**config.mk**
```make
export PLATFORM = sky130hd
export DESIGN_NAME = lspc_svram_ctrl
export DESIGN_NICKNAME = d
export VERILOG_FILES = /design/src/rtl/lspc_svram_ctrl_pkg.sv /design/src/rtl/lspc_svram_ctrl_arb.sv /design/src/rtl/lspc_svram_ctrl.sv
export SDC_FILE = /design/constraint.sdc
export NUM_CORES = 1
export LEC_CHECK = 0
export ABC_AREA = 1
export CAP_MARGIN = 15
export CORE_ASPECT_RATIO = 0.6
export CORE_MARGIN = 2
export CORE_UTILIZATION = 30
export DETAILED_ROUTE_END_ITERATION = 10
export GPL_TIMING_DRIVEN = 0
export PLACE_DENSITY = 0.56
export SLEW_MARGIN = 10
export SYNTH_ARGS = -nofsm -noshare
export SYNTH_HDL_FRONTEND = slang
export SYNTH_HIERARCHICAL = 1
export SYNTH_SLANG_ARGS = --single-unit
export TNS_END_PERCENT = 1
```
**constraint.sdc**
```tcl
create_clock -name CLK_24M -period 2.4 [get_ports CLK_24M]
set_clock_uncertainty 0.1 [all_clocks]
set_input_delay 0.6 -clock CLK_24M [delete_from_list [all_inputs] [get_ports CLK_24M]]
set_output_delay 0.6 -clock CLK_24M [all_outputs]
set_load 0.1 [all_outputs]
```
**src/rtl/lspc_svram_ctrl_pkg.sv**
```systemverilog
// Shared types and timing defaults for the LSPC slow-VRAM sequencer.
package svram_pkg;

  typedef enum logic [2:0] {
    ST_IDLE     = 3'd0,
    ST_RD_ACT   = 3'd1,
    ST_WR_SETUP = 3'd2,
    ST_WR_PULSE = 3'd3,
    ST_WR_HOLD  = 3'd4
  } svram_state_e;

  localparam int RD_CYCLES_DEF  = 3;
  localparam int WR_CYCLES_DEF  = 2;
  localparam int CPU_STARVE_DEF = 8;
  localparam int STARVE_W       = 4;
  localparam int CNT_W          = 4;

  localparam logic [STARVE_W-1:0] STARVE_MAX = 4'd15;

endpackage

```
**src/rtl/lspc_svram_ctrl_arb.sv**
```systemverilog
// Slow-VRAM arbiter: fetch normally wins, a CPU that has waited long enough wins instead.
module svram_arb
  import svram_pkg::*;
#(
  parameter int CPU_STARVE = CPU_STARVE_DEF
) (
  input  logic i_clk,
  input  logic i_reset,
  input  logic i_idle,
  input  logic i_fetch_req,
  input  logic i_cpu_req,
  output logic o_grant_fetch,
  output logic o_grant_cpu
);

  logic [STARVE_W-1:0] r_starve;
  logic                w_starved;

  assign w_starved = (r_starve >= STARVE_W'(CPU_STARVE));

  // Grant decision, only meaningful while the bus sequencer is idle
  always_comb begin
    o_grant_fetch = 1'b0;
    o_grant_cpu   = 1'b0;
    if (i_idle) begin
      if (w_starved && i_cpu_req) begin
        o_grant_cpu = 1'b1;
      end else if (i_fetch_req) begin
        o_grant_fetch = 1'b1;
      end else if (i_cpu_req) begin
        o_grant_cpu = 1'b1;
      end else begin
        o_grant_fetch = 1'b0;
        o_grant_cpu   = 1'b0;
      end
    end else begin
      o_grant_fetch = 1'b0;
      o_grant_cpu   = 1'b0;
    end
  end

  // Starve counter: counts every cycle the CPU asks but is not granted, including its own access
  always_ff @(posedge i_clk) begin
    if (i_reset) begin
      r_starve <= {STARVE_W{1'b0}};
    end else if (!i_cpu_req || o_grant_cpu) begin
      r_starve <= {STARVE_W{1'b0}};
    end else if (r_starve != STARVE_MAX) begin
      r_starve <= r_starve + STARVE_W'(1);
    end else begin
      r_starve <= r_starve;
    end
  end

endmodule

```
**src/rtl/lspc_svram_ctrl.sv**
```systemverilog
// LSPC slow-VRAM bus sequencer: serialises sprite fetches and 68k accesses onto the
// two 32Kx8 SRAMs with cycle-counted strobes; every output comes straight from a register.
module lspc_svram_ctrl
  import svram_pkg::*;
#(
  parameter int RD_CYCLES  = RD_CYCLES_DEF,
  parameter int WR_CYCLES  = WR_CYCLES_DEF,
  parameter int CPU_STARVE = CPU_STARVE_DEF
) (
  input  logic        CLK_24M,
  input  logic        RESET,
  input  logic        FETCH_REQ,
  input  logic [14:0] FETCH_ADDR,
  output logic        FETCH_ACK,
  output logic [15:0] FETCH_RDATA,
  input  logic        CPU_REQ,
  input  logic        CPU_WR,
  input  logic [14:0] CPU_ADDR,
  input  logic [15:0] CPU_WDATA,
  output logic        CPU_ACK,
  output logic [15:0] CPU_RDATA,
  output logic [14:0] SVRAM_ADDR,
  output logic [15:0] SVRAM_DQ_OUT,
  output logic        SVRAM_DQ_OE,
  input  logic [15:0] SVRAM_DQ_IN,
  output logic        nSVRAM_CE,
  output logic        nSVRAM_OE,
  output logic        nSVRAM_WE
);

  svram_state_e      r_state;
  logic [CNT_W-1:0]  r_cnt;
  logic              r_owner_cpu;
  logic              r_fetch_ack;
  logic              r_cpu_ack;
  logic [15:0]       r_fetch_rdata;
  logic [15:0]       r_cpu_rdata;
  logic [14:0]       r_addr;
  logic [15:0]       r_dq_out;
  logic              r_dq_oe;
  logic              r_nce;
  logic              r_noe;
  logic              r_nwe;
  logic              w_idle;
  logic              w_grant_fetch;
  logic              w_grant_cpu;

  assign w_idle = (r_state == ST_IDLE);

  svram_arb #(
    .CPU_STARVE (CPU_STARVE)
  ) u_arb (
    .i_clk         (CLK_24M),
    .i_reset       (RESET),
    .i_idle        (w_idle),
    .i_fetch_req   (FETCH_REQ),
    .i_cpu_req     (CPU_REQ),
    .o_grant_fetch (w_grant_fetch),
    .o_grant_cpu   (w_grant_cpu)
  );

  // Strobes for a phase are driven one edge after the state is entered, so ADDR/DQ settle with nCE high
  always_ff @(posedge CLK_24M) begin
    if (RESET) begin
      r_state       <= ST_IDLE;
      r_cnt         <= {CNT_W{1'b0}};
      r_owner_cpu   <= 1'b0;
      r_fetch_ack   <= 1'b0;
      r_cpu_ack     <= 1'b0;
      r_fetch_rdata <= 16'h0000;
      r_cpu_rdata   <= 16'h0000;
      r_addr        <= 15'h0000;
      r_dq_out      <= 16'h0000;
      r_dq_oe       <= 1'b0;
      r_nce         <= 1'b1;
      r_noe         <= 1'b1;
      r_nwe         <= 1'b1;
    end else begin
      r_fetch_ack <= 1'b0;
      r_cpu_ack   <= 1'b0;
      case (r_state)
        ST_IDLE: begin
          r_dq_oe <= 1'b0;
          if (w_grant_cpu) begin
            r_owner_cpu <= 1'b1;
            r_addr      <= CPU_ADDR;
            if (CPU_WR) begin
              r_dq_out <= CPU_WDATA;
              r_state  <= ST_WR_SETUP;
            end else begin
              r_cnt   <= CNT_W'(RD_CYCLES);
              r_state <= ST_RD_ACT;
            end
          end else if (w_grant_fetch) begin
            r_owner_cpu <= 1'b0;
            r_addr      <= FETCH_ADDR;
            r_cnt       <= CNT_W'(RD_CYCLES);
            r_state     <= ST_RD_ACT;
          end else begin
            r_state <= ST_IDLE;
          end
        end
        ST_RD_ACT: begin
          if (r_cnt != {CNT_W{1'b0}}) begin
            r_nce <= 1'b0;
            r_noe <= 1'b0;
            r_cnt <= r_cnt - CNT_W'(1);
          end else begin
            // Data is sampled on the same edge that releases nOE, so it is still driven
            r_nce   <= 1'b1;
            r_noe   <= 1'b1;
            r_state <= ST_IDLE;
            if (r_owner_cpu) begin
              r_cpu_rdata <= SVRAM_DQ_IN;
              r_cpu_ack   <= 1'b1;
            end else begin
              r_fetch_rdata <= SVRAM_DQ_IN;
              r_fetch_ack   <= 1'b1;
            end
          end
        end
        ST_WR_SETUP: begin
          r_nce   <= 1'b0;
          r_dq_oe <= 1'b1;
          r_cnt   <= CNT_W'(WR_CYCLES);
          r_state <= ST_WR_PULSE;
        end
        ST_WR_PULSE: begin
          r_nwe <= 1'b0;
          r_cnt <= r_cnt - CNT_W'(1);
          if (r_cnt <= CNT_W'(1)) begin
            r_state <= ST_WR_HOLD;
          end else begin
            r_state <= ST_WR_PULSE;
          end
        end
        ST_WR_HOLD: begin
          r_nwe     <= 1'b1;
          r_nce     <= 1'b1;
          r_cpu_ack <= 1'b1;
          r_state   <= ST_IDLE;
        end
        default: begin
          r_nce   <= 1'b1;
          r_noe   <= 1'b1;
          r_nwe   <= 1'b1;
          r_dq_oe <= 1'b0;
          r_state <= ST_IDLE;
        end
      endcase
    end
  end

  assign FETCH_ACK    = r_fetch_ack;
  assign FETCH_RDATA  = r_fetch_rdata;
  assign CPU_ACK      = r_cpu_ack;
  assign CPU_RDATA    = r_cpu_rdata;
  assign SVRAM_ADDR   = r_addr;
  assign SVRAM_DQ_OUT = r_dq_out;
  assign SVRAM_DQ_OE  = r_dq_oe;
  assign nSVRAM_CE    = r_nce;
  assign nSVRAM_OE    = r_noe;
  assign nSVRAM_WE    = r_nwe;

endmodule

```
==> metrics list <==
- Static timing analysis puts the maximum clock frequency at 0.443 GHz.
* Layout cells sized above 1: 0.106
- The kind of cell with the highest combined delay along the critical path is buffers and inverters.
- First-pass GRT wire length: 16.9 mm
* Total power per unit cell area: 1090 mW/mm^2
- Critical path launch point: nSVRAM_CE
- Run status: complete, no violations
* RR Startpoint: r_state[1]
* Core Region: 0.0107 mm^2
- Of all cell types, the one taking the most synthesized area is dfxtp_1.
- Routed len/inst: 14.6 um
* Standby leakage power: 2.38 nW
* Fraction of synthesized cell area in xor and xnor cells: 0.00262
- Number of cells in the finished layout apart from fillers: ~700
- Proportion of synthesized flip-flops having asynchronous set or reset: 0
- The portion of synthesized area spent on multiplexers is 0.0449.
- Cell types with the largest area share after synthesis: dfxtp_1 (49%), nor2_1 (12%), o21ai_0 (9.7%)
* Number of buffers inserted by port buffering: 135
- After detailed placement, the design holds a cell count of 696.
- In this run, CTS created clock tree buffers numbering 9.
- Counting flops with a built-in enable in the synthesized netlist gives 0.
- Summed over all nets, the half-perimeter wirelength after detailed placement is 8.00 mm.
* Maximum number of pins on one net before global-route repair: 14
* Number of cells on the critical path: 1
* HP Start: CPU_RDATA[3]
- Most used flip-flop cell after synthesis: dfxtp_1
- Cell depth of the worst min-delay path: 2
- After layout, the minimum clock period comes to around 2300 ps.
* Bufs on Longest Clock Path: 2
* Number of pins with negative max-slew slack in the final report: 0
* Total detailed-routing wirelength: 10.4 mm
- The path class of the tightest hold or removal check is reg2reg.
* Library cell with the highest instance count after synthesis: nor2_1
* Largest family of logic cells by synthesized area: simple AND/OR/NAND/NOR gates
- Slowest cell on the critical path: dlygate4sd2_1
* Synthesis-to-finish area growth: 54.0%
* Vias per cell: 4.49
* Number of DRC violations after detailed routing: 0
- Setup repair after global routing left no endpoint under its margin.
* CTS tree: done
* Fraction of the mapped netlist area in adder cells: 0.0187
- Measured in cells, the most critical reg-to-reg path has a length of 13.
- 0 antenna diodes ended up in the layout.
- Clock tree synthesis found a total of 81 sinks.
* Final worst path period share: 0.940
- STA puts the critical path data required time at around 1700 ps.
- The floorplan step set the die width to 140 um.
- The worst-case IR drop observed on VDD is 0.461 mV.
- The compound-gate portion of the synthesized area came to 0.148.
* Launching element type of the critical path: register
* Clock latency on the worst-skew pair: 330 ps
* Worst setup path class: reg2out
- CP max FO: 2
- Top Ports: 136
- Unique cell type count in the Yosys netlist: 28
- Simple-gate share of the synthesized area: 0.241
- Max H-tree Level: 3
- CTS root buffer: clkbuf_16
- Ordered cell list for the critical path: dlygate4sd2_1
* Worst hold margin: between 300 and 400 ps
- Synthesized netlist net count: ~490
* Via count of the first global-routing pass: around 3200
- Minimum setup slack in the final design: roughly 140 ps
- GR Overflow Total: 0
- Syn Inst Count: 422
- The commonest cells after synthesis are nor2_1 (107), dfxtp_1 (81), o21ai_0 (65), nand2_1 (38), a21oi_1 (23).
* Initial antenna violation count: 0
* Actual transition at the worst max-transition pin: 1010 ps
- During synthesis, Yosys emitted a total of 6 warnings.
* Worst-case headroom to the max-slew limit: 0.333
- STA classifies the critical path endpoint as an output port.
- Crit path largest cell delay: 870 ps
- Number of rows created at floorplan: 29
- Detailed Routing Iterations Pass 1: 4
- Filler instances: 1065
* DRC violation total after the first TritonRoute iteration: 123
- Number of buffers and inverters on the critical path: 1
* Fraction of the yosys area taken by sequential cells: 0.485
- Number of nets with antenna violations after detailed routing: 0
- The die is 85.8 um tall.
* Number of synthesized register bits: 81
- Die Outline Area: 0.0120 mm^2
- Max-capacitance violation count: 0
- Layout Nets: 641
- Setup violations remaining at the end of the flow were counted as 0.
- Vias: 3200
- Combined area of all synthesized cells: about 0.0033 mm^2
- A synthesized cell averages 7.92 um^2.
- In the global route stage, overall resource usage came out at 0.180.
* Clk pin slew, worst setup/hold paths: around 60 ps
- Final GP Congestion: around 0.9
- Arrival time of data at the critical path endpoint: 1560 ps
- Minimum setup slack after placement: -299 ps
- The number of hold-slack violations in the final timing report was 0.
- Of the post-synthesis cell area, the dominant cell type holds 0.485.
* Starting density of the core: 0.312
[flip-flops by register name (all words and copies together), names as in the netlist]
| register | count |
|---|---|
| nSVRAM_WE | 1 |
| CPU_RDATA | 16 |
| SVRAM_DQ_OUT | 16 |
| r_owner_cpu | 1 |
| SVRAM_ADDR | 15 |
| r_state | 3 |
| r_cnt | 4 |
| nSVRAM_OE | 1 |
| CPU_ACK | 1 |
| nSVRAM_CE | 1 |
| SVRAM_DQ_OE | 1 |
| u_arb/r_starve | 4 |
| FETCH_ACK | 1 |
| FETCH_RDATA | 16 |
[report_power, final]
group          internal [mW]  switching (mW)
logic                  0.530            1.89
clock network          0.968           0.544
registers               1.55           0.118
total                   3.05            2.55
[path summary, 6_finish.rpt]
| check | slack (ps) | end |
|---|---|---|
| worst max-delay path | 140 | nSVRAM_CE |
| worst min-delay path | 380 | CPU_RDATA[3] |
| worst max register to register | 220 | SVRAM_DQ_OUT[13] |
| worst min register to register | 380 | CPU_RDATA[3] |
[logic make-up (layout without fill, tap and decap cells)]
| family | count (synthesis) | after routing |
|---|---|---|
| buf+inv | 43 | 195 |
| compound gates | 96 | 96 |
| simple gates | 181 | 181 |
| flops | 81 | 81 |
| fa+ha+maj | 5 | 5 |
| xor+xnor | 1 | 1 |
| mux | 15 | 15 |
[routing by layer]
layer	global-route usage	vias to the layer above	share of wire
li1	-	1667	-
met1	0.257	1451	0.52
met2	0.254	75	0.40
met3	0.0687	7	0.066
met4	0.0496	0	0.0089
met5	0	-	0
[per-stage QoR]
step | setup TNS (ps) | power, mW | util | instance area, um^2
after floorplan | 0 | 3.56 | - | 3340
after global placement | -4440 | 4.21 | 0.455 | 4870
after detailed placement | -5330 | 4.21 | 0.455 | 4870
after CTS | 0 | 5.62 | 0.478 | 5120
after global routing | 0 | 5.86 | 0.481 | 5150
final | 0 | 5.60 | 0.481 | 5150
[final cells by class]
class,count,area [um^2],share of cell area
Clock buffer,12,256,0.0498
Buffer,19,109,0.0212
Sequential cell,81,1620,0.316
Inverter,24,95.1,0.0185
Tap cell,139,174,0.0338
Clock inverter,4,75.1,0.0146
Multi-Input combinational cell,298,1540,0.299
Timing Repair Buffer,136,1270,0.247
[placed cells by master (no fill, tap or decap), types with 4 or more instances in the layout]
| cell type | Yosys | final |
|---|---|---|
| nor2_1 | 107 | 105 |
| dfxtp_1 | 81 | 79 |
| dlygate4sd2_1 | 0 | 69 |
| clkdlybuf4s50_1 | 0 | 66 |
| o21ai_0 | 65 | 65 |
| nand2_1 | 38 | 38 |
| a21oi_1 | 23 | 23 |
| inv_1 | 20 | 20 |
| mux2i_1 | 15 | 15 |
| nor2_2 | 8 | 10 |
| clkbuf_1 | 8 | 9 |
| nand3_1 | 10 | 9 |
| clkbuf_16 | 0 | 9 |
| nand2_2 | 5 | 5 |
| buf_2 | 5 | 5 |
| ha_1 | 5 | 5 |
| nor2_4 | 4 | 4 |
| o21ai_1 | 4 | 4 |
[repair_timing]
item | CTS | global route
setup endpoints to repair | 80 | 30
pin swaps | 0 | 1
resized for setup | 70 | 8
hold buffers | 0 | 0
buffers inserted | 0 | 1
No activity file was read; power rests on OpenSTA's default activity.
